## config.mk

```make
export PLATFORM = sky130hd
export DESIGN_NAME = digital_signal_measure_multi
export DESIGN_NICKNAME = d
export VERILOG_FILES = /design/src/rtl/digital_signal_measure_multi.sv
export SDC_FILE = /design/constraint.sdc
export NUM_CORES = 1
export LEC_CHECK = 0
export CAP_MARGIN = 20
export CELL_PAD_IN_SITES_DETAIL_PLACEMENT = 0
export CELL_PAD_IN_SITES_GLOBAL_PLACEMENT = 1
export CORE_MARGIN = 2
export CORE_UTILIZATION = 42
export CTS_CLUSTER_DIAMETER = 150
export DETAILED_ROUTE_END_ITERATION = 8
export PLACE_DENSITY = 0.79
export SKIP_LAST_GASP = 1
export SYNTH_ARGS = -nofsm -noshare
export SYNTH_HDL_FRONTEND = slang
export SYNTH_SLANG_ARGS = --single-unit
```

## constraint.sdc

```tcl
create_clock -name clk -period 2.64 [get_ports clk]
set_clock_uncertainty 0.1 [all_clocks]
set_input_delay 0.528 -clock clk [delete_from_list [all_inputs] [get_ports clk]]
set_output_delay 0.528 -clock clk [all_outputs]
set_load 0.05 [all_outputs]
```

## src/rtl/digital_signal_measure_multi.sv

```systemverilog
// rtl/digital_signal_measure_multi.sv - per-channel pulse high/low/period measurement with averaging
// Each channel: 3-flop synchroniser, edge-driven FSM, saturating counters, accumulators and idle timeout.
module digital_signal_measure_multi #(
    parameter int CH_NUM   = 4,
    parameter int CNT_W    = 16,
    parameter int AVG_LOG2 = 0
) (
    input  logic                        clk,
    input  logic                        rst,
    input  logic [CH_NUM-1:0]           measure_pin,
    input  logic [CH_NUM-1:0]           measure_start,
    input  logic                        continuous,
    input  logic [CNT_W-1:0]            timeout_cycles,
    output logic [CH_NUM*CNT_W-1:0]     high_time,
    output logic [CH_NUM*CNT_W-1:0]     low_time,
    output logic [CH_NUM*(CNT_W+1)-1:0] period,
    output logic [CH_NUM-1:0]           measure_done,
    output logic [CH_NUM-1:0]           busy,
    output logic [CH_NUM-1:0]           overflow,
    output logic [CH_NUM-1:0]           timeout
);

    localparam logic [1:0] S_IDLE      = 2'd0;
    localparam logic [1:0] S_WAIT_RISE = 2'd1;
    localparam logic [1:0] S_MEAS_HIGH = 2'd2;
    localparam logic [1:0] S_MEAS_LOW  = 2'd3;

    localparam int AH_W  = CNT_W + AVG_LOG2;
    localparam int AP_W  = CNT_W + 1 + AVG_LOG2;
    localparam int IDX_W = AVG_LOG2 + 1;

    localparam logic [CNT_W-1:0] CNT_MAX = '1;
    localparam logic [CNT_W-1:0] CNT_ONE = CNT_W'(1);
    localparam logic [IDX_W-1:0] IDX_END = IDX_W'(1) << AVG_LOG2;

    for (genvar c = 0; c < CH_NUM; c++) begin : g_ch
        logic             sync1_q, sync2_q, sync3_q;
        logic [1:0]       state_q, state_d;
        logic [CNT_W-1:0] high_cnt_q, high_cnt_d;
        logic [CNT_W-1:0] low_cnt_q, low_cnt_d;
        logic [CNT_W-1:0] idle_cnt_q, idle_cnt_d;
        logic [AH_W-1:0]  acc_high_q, acc_high_d;
        logic [AH_W-1:0]  acc_low_q, acc_low_d;
        logic [AP_W-1:0]  acc_per_q, acc_per_d;
        logic [IDX_W-1:0] idx_q, idx_d;
        logic [CNT_W-1:0] high_out_q, high_out_d;
        logic [CNT_W-1:0] low_out_q, low_out_d;
        logic [CNT_W:0]   per_out_q, per_out_d;
        logic             done_q, done_d;
        logic             ovf_q, ovf_d;
        logic             tmo_q, tmo_d;
        logic             rise, fall, tmo_hit, last_period;
        logic [AH_W-1:0]  sum_high, sum_low;
        logic [AP_W-1:0]  sum_per;

        assign rise        = sync2_q & ~sync3_q;
        assign fall        = ~sync2_q & sync3_q;
        assign sum_high    = acc_high_q + AH_W'(high_cnt_q);
        assign sum_low     = acc_low_q + AH_W'(low_cnt_q);
        assign sum_per     = acc_per_q + AP_W'(high_cnt_q) + AP_W'(low_cnt_q);
        assign last_period = (idx_q + IDX_W'(1)) == IDX_END;
        // An edge in the matching cycle restarts the idle count, so it suppresses the timeout.
        assign tmo_hit     = (timeout_cycles != '0) && (idle_cnt_q == timeout_cycles) && !(rise || fall);

        always_comb begin
            state_d    = state_q;
            high_cnt_d = high_cnt_q;
            low_cnt_d  = low_cnt_q;
            acc_high_d = acc_high_q;
            acc_low_d  = acc_low_q;
            acc_per_d  = acc_per_q;
            idx_d      = idx_q;
            high_out_d = high_out_q;
            low_out_d  = low_out_q;
            per_out_d  = per_out_q;
            ovf_d      = ovf_q;
            tmo_d      = tmo_q;
            done_d     = 1'b0;

            if (state_q == S_IDLE || rise || fall) begin
                idle_cnt_d = '0;
            end else begin
                idle_cnt_d = idle_cnt_q + CNT_ONE;
            end

            case (state_q)
                S_IDLE: begin
                    if (measure_start[c]) begin
                        acc_high_d = '0;
                        acc_low_d  = '0;
                        acc_per_d  = '0;
                        idx_d      = '0;
                        ovf_d      = 1'b0;
                        tmo_d      = 1'b0;
                        state_d    = S_WAIT_RISE;
                    end
                end
                S_WAIT_RISE: begin
                    if (rise) begin
                        high_cnt_d = CNT_ONE;
                        state_d    = S_MEAS_HIGH;
                    end
                end
                S_MEAS_HIGH: begin
                    if (fall) begin
                        low_cnt_d = CNT_ONE;
                        state_d   = S_MEAS_LOW;
                    end else begin
                        if (high_cnt_q != CNT_MAX) high_cnt_d = high_cnt_q + CNT_ONE;
                        if (high_cnt_q >= CNT_MAX - CNT_ONE) ovf_d = 1'b1;
                    end
                end
                default: begin
                    if (rise) begin
                        high_cnt_d = CNT_ONE;
                        if (last_period) begin
                            high_out_d = sum_high[AVG_LOG2 +: CNT_W];
                            low_out_d  = sum_low[AVG_LOG2 +: CNT_W];
                            per_out_d  = sum_per[AVG_LOG2 +: CNT_W+1];
                            done_d     = 1'b1;
                            acc_high_d = '0;
                            acc_low_d  = '0;
                            acc_per_d  = '0;
                            idx_d      = '0;
                            state_d    = continuous ? S_MEAS_HIGH : S_IDLE;
                        end else begin
                            acc_high_d = sum_high;
                            acc_low_d  = sum_low;
                            acc_per_d  = sum_per;
                            idx_d      = idx_q + IDX_W'(1);
                            state_d    = S_MEAS_HIGH;
                        end
                    end else begin
                        if (low_cnt_q != CNT_MAX) low_cnt_d = low_cnt_q + CNT_ONE;
                        if (low_cnt_q >= CNT_MAX - CNT_ONE) ovf_d = 1'b1;
                    end
                end
            endcase

            if (state_q != S_IDLE && tmo_hit) begin
                state_d = S_IDLE;
                tmo_d   = 1'b1;
                done_d  = 1'b1;
            end
        end

        always_ff @(posedge clk) begin
            if (rst) begin
                sync1_q    <= 1'b0;
                sync2_q    <= 1'b0;
                sync3_q    <= 1'b0;
                state_q    <= S_IDLE;
                high_cnt_q <= '0;
                low_cnt_q  <= '0;
                idle_cnt_q <= '0;
                acc_high_q <= '0;
                acc_low_q  <= '0;
                acc_per_q  <= '0;
                idx_q      <= '0;
                high_out_q <= '0;
                low_out_q  <= '0;
                per_out_q  <= '0;
                done_q     <= 1'b0;
                ovf_q      <= 1'b0;
                tmo_q      <= 1'b0;
            end else begin
                sync1_q    <= measure_pin[c];
                sync2_q    <= sync1_q;
                sync3_q    <= sync2_q;
                state_q    <= state_d;
                high_cnt_q <= high_cnt_d;
                low_cnt_q  <= low_cnt_d;
                idle_cnt_q <= idle_cnt_d;
                acc_high_q <= acc_high_d;
                acc_low_q  <= acc_low_d;
                acc_per_q  <= acc_per_d;
                idx_q      <= idx_d;
                high_out_q <= high_out_d;
                low_out_q  <= low_out_d;
                per_out_q  <= per_out_d;
                done_q     <= done_d;
                ovf_q      <= ovf_d;
                tmo_q      <= tmo_d;
            end
        end

        assign high_time[c*CNT_W +: CNT_W]     = high_out_q;
        assign low_time[c*CNT_W +: CNT_W]      = low_out_q;
        assign period[c*(CNT_W+1) +: CNT_W+1]  = per_out_q;
        assign measure_done[c]                 = done_q;
        assign busy[c]                         = (state_q != S_IDLE);
        assign overflow[c]                     = ovf_q;
        assign timeout[c]                      = tmo_q;
    end

endmodule

```

; After elaboration in Yosys (flattened, before gate mapping)
; Cells that the tools add are included.
; Widths: inputs -> output; s select.
[totals]
reg_bits = 620
[op_classes]
add_sub_neg = 32
n_lt_le_gt_ge = 8
n_eq_ne = 52
muxes = 157
n_bitwise = 36
reduce_logical = 113
[ops]
columns = operator, n
row1 = $mux 16, 44
row2 = $pmux 16 s2, 16
row3 = $mux 17, 12
row4 = $add 16x1->16 const B, 12
row5 = $add 17x16->17, 8
row6 = $pmux 17 s2, 4
row7 = $add 16x16->16, 8
row8 = $ge 16x16->1 const B, 8
row9 = $ne 16x16->1 const B, 8
row10 = $eq 16x16->1, 4
row11 = $mux 1, 48
row12 = $ne 2x2->1 const B, 24
row13 = $reduce_and 4->1, 12
row14 = $reduce_bool 2->1, 24
row15 = $mux 2, 21
row16 = $reduce_or 2->1, 16
row17 = $not 1->1, 28
row18 = $pmux 2 s3, 4
row19 = $reduce_and 3->1, 8
row20 = $reduce_and 6->1, 4
row21 = $reduce_bool 3->1, 8
row22 = $reduce_bool 16->1, 1
row23 = $logic_and 1x1->1, 12
row24 = $logic_or 1x1->1, 12
row25 = other kinds (12), 52

; Logic depth before layout (Yosys ltp)
[logic_depth]
ltp_word = 8
depth_mapped = 11
mapped_depth_nobuf = 10

; Worst setup path before layout
; No wires, ideal clock.
[synth_timing]
path_kind = reg2reg
from = reg g_ch[3].high_cnt_q[4]
to = reg g_ch[3].per_out_q[15]
t_arrival_ns = 2.212
path_slack_ns = 0.254
path_stages_with_launch = 9
path_cell_list = dfxtp_1 > ha_1 > a2111oi_4 > o21ai_2 > nand4_1 > and3b_2 > a31oi_1 > or4b_1 > a31oi_1
[synth_via]
elab_chain_cells = 2
[synth_lines]
columns = item, line
row1 = from (decl), 39  ; logic [CNT_W-1:0] high_cnt_q, high_cnt_d;
row2 = from (signal assigned), 171  ; high_cnt_q <= high_cnt_d;
row3 = $add 17x16->17 (2 in series), 60  ; assign sum_per = acc_per_q + AP_W'(high_cnt_q) + AP_W'(low_cnt_q);
row4 = to (signal assigned), 180  ; per_out_q <= per_out_d;
row5 = to (decl), 48  ; logic [CNT_W:0] per_out_q, per_out_d;
; No other way between the ends.
; A chain may end at the register's enable or synchronous reset.

; Worst setup path after layout
[layout_timing]
from = reg g_ch[0].low_cnt_q[3]
to = reg g_ch[0].per_out_q[13]
[layout_via]
elab_chain_cells = 1
[layout_lines]
columns = item, line
row1 = from (decl), 40  ; logic [CNT_W-1:0] low_cnt_q, low_cnt_d;
row2 = from (signal assigned), 172  ; low_cnt_q <= low_cnt_d;
row3 = $add 17x16->17, 60
row4 = to (signal assigned), 180
row5 = to (decl), 48
; No other way between the ends.

==> metrics.cfg <==
[run_status]
status=complete, no violations

[place]
io_buffers=238
place.gp.congestion=0.965
place_area_mm2=0.0242
place_hpwl_um=43100
dp_slack_ns=0.0372
placedCellCount=3418

[drt]
routed_via_density=5.25
dr.pass1.iters=5
final_antenna_net_count=0
num_vias=18300
avgRoutedWirePerCell_um=16.5
drt_iter0_drc=1067
wl_um=57700
drc_errors=0

[final_layout]
finish.utilization_pct=53.0
multi_input_area_mm2=0.0115
area_growth_pct=24.8
fillers=4599
instances_no_fill=3495
drive_above_1_share_pct=7.92
nets=2943
finalInstanceArea_mm2=0.0258
regArea_mm2=0.00841

[synth]
syn_nets=2675
synth_edf_count=0
syn_avg_cell_area_um2=8.16
ys.warnings.count=0
async_flop_share_pct=0
ys_seq_area_share_pct=40.6
synth.top_cells.by_count=nand2_1 (456), dfxtp_1 (420), nor2_1 (275), a21oi_1 (246), xor2_1 (169)
netlist_area_mm2=0.0207
yosysTopAreaCell=dfxtp_1
synthTopCellsByArea=dfxtp_1 (41%), nand2_1 (8.3%), xor2_1 (7.2%)
synthCells=2536
yosys.cell_types.count=69
synthFlopType=dfxtp_1
synth.most_common_cell=nand2_1
synth_top_area_share_pct=40.6
ys_ff_latch=420

[grt]
grt_pass1_vias=17400
antenna_found_initial=1
grt_start_max_net_pins=76
track_usage_pct=22.2
grt_pass1_wl_um=91500
gr-total-overflow=0

[critical_path]
end_kind=register
cp.required_ns=3.02
r2r-end=g_ch[0].per_out_q[13]$_SDFFE_PP0P_
cp_max_fo=6
r2r-start=g_ch[0].low_cnt_q[3]$_SDFFE_PP0P_
critPathKind=reg2reg
rr_worst_depth=9
r2r_setup_slack_ns=0.10
cp_data_arrival_time_ns=2.91
setup.worst_path.start=g_ch[0].low_cnt_q[3]$_SDFFE_PP0P_
start_kind=register
cp-endpoint=g_ch[0].per_out_q[13]$_SDFFE_PP0P_

[floorplanning]
start_util_pct=42.4
dieArea_mm2=0.0511
core_area_mm2=0.0487
die_w_um=226
fp.dieH_um=226
row_count=81
top_level_ports=239

[pwr]
peakVddDrop_mv=0.617
p_leak_nw=9.64
cellPowerDensity_mw_per_mm2=636
finalPower_mw=16.4

[sta]
hold_viol_final=0
min_period_ns=2.54
slew_violations=0
whs_ns=0.316
finalCritPeriodShare_pct=96.2
setup_ws_ns=0.101
worst_pin_slew_ns=0.686
finalSetupTns_ns=0
slew_headroom_pct=54.2
rsz0062_at_grt=true
setup_violations=0
fmax_mhz=394

[clocking]
clk_latency_ns=0.58
post_cts_buffers=0
root_buffer=clkbuf_16
tritoncts=yes
cts.sinks=420
path_clk_slew_ns=0.06
ctsHoldBuffers=0
cts_buffers=48
cts_buffer_depth=3
cts_resized=0
htreeDepth=2

[run]
drv_cap=0

[hold_path]
hold_path_class=in2reg

## report_power, final
part           switching, mW  internal [mW]  total (mW)
Combinational           1.98           1.10        3.07
Clock                   2.65           3.99        6.64
Sequential             0.181           6.52        6.70
## how the worst min path moves through the flow
stage | startpoint | endpoint | slack [ns] | cells past startpoint
floorplan | g_ch[0].sync1_q$_SDFF_PP0_ | g_ch[0].sync2_q$_SDFF_PP0_ | 0.31 | 1
global placement | g_ch[1].sync1_q$_SDFF_PP0_ | g_ch[1].sync2_q$_SDFF_PP0_ | 0.33 | 1
detailed placement | g_ch[1].sync1_q$_SDFF_PP0_ | g_ch[1].sync2_q$_SDFF_PP0_ | 0.33 | 1
CTS | rst | g_ch[1].low_cnt_q[1]$_SDFFE_PP0P_ | 0.30 | 2
global route | rst | g_ch[2].low_cnt_q[1]$_SDFFE_PP0P_ | 0.33 | 2
finish | rst | g_ch[1].low_cnt_q[1]$_SDFFE_PP0P_ | 0.32 | 2
## state kept, by name (all words and copies together) (netlist names)
| signal | cells |
|---|---|
| g_ch.ovf_q | 4 |
| g_ch.done_q | 4 |
| g_ch.sync2_q | 4 |
| g_ch.low_cnt_q | 64 |
| g_ch.sync3_q | 4 |
| g_ch.low_out_q | 64 |
| g_ch.idle_cnt_q | 64 |
| g_ch.high_cnt_q | 64 |
| g_ch.high_out_q | 64 |
| g_ch.state_q | 8 |
| g_ch.tmo_q | 4 |
| g_ch.per_out_q | 68 |
| g_ch.sync1_q | 4 |
## cell families after synthesis
kind of cell / share of synthesized area (%)
xor+xnor: 10.9
simple gates: 24.2
flops: 40.6
mux: 0.194
compound gates: 13.3
fa+ha+maj: 6.92
buf+inv: 3.83
## cells in the final DEF (no fill, tap or decap), types with 5 or more instances in the layout
master and instances:
a211oi_1 35, a21o_1 18, a21oi_1 245, a311oi_1 7, a31oi_1 20, and2_1 15
and3_1 25, and4_1 27, buf_4 120, clkbuf_1 8, clkbuf_16 49, clkbuf_8 10
clkdlybuf4s50_1 233, clkinv_2 5, dfxtp_1 417, ha_1 107, inv_1 54, nand2_1 455
nand2b_1 18, nand3_1 69, nand3b_1 9, nand4_1 43, nor2_1 275, nor2b_1 28
nor3_1 44, nor3b_1 8, nor4_1 28, o211ai_1 8, o21a_1 10, o21ai_0 56
o21bai_1 8, or2_2 6, or3_1 22, or4_1 7, xnor2_1 89, xor2_1 169
## final cells by class
type,instances,share of cell area [%]
tap,664,3.22
sequential,420,32.6
timing repair buffer,356,12.7
multi-input combinational,1922,44.7
antenna,1,0.00969
inverter,56,0.843
clock inverter,10,0.596
clock buffer,66,5.34
## layer usage
metal | GRT usage, % | share of wire [%] | up-vias
li1 | - | - | 9194
met1 | 30.4 | 47 | 8701
met2 | 36.5 | 46 | 378
met3 | 2.91 | 4.4 | 72
met4 | 6.34 | 2.0 | 0
met5 | 0 | 0 | -
## worst max-delay path, cell delays in order, from the launching register on
cell,delay (ns)
dfxtp_1,0.42
ha_1,0.43
o211a_1,0.17
o21ai_0,0.11
buf_4,0.17
a31o_2,0.22
o21ai_0,0.34
a31oi_1,0.16
xnor2_1,0.15
a21o_1,0.17
(Power assumes the default switching activity.)
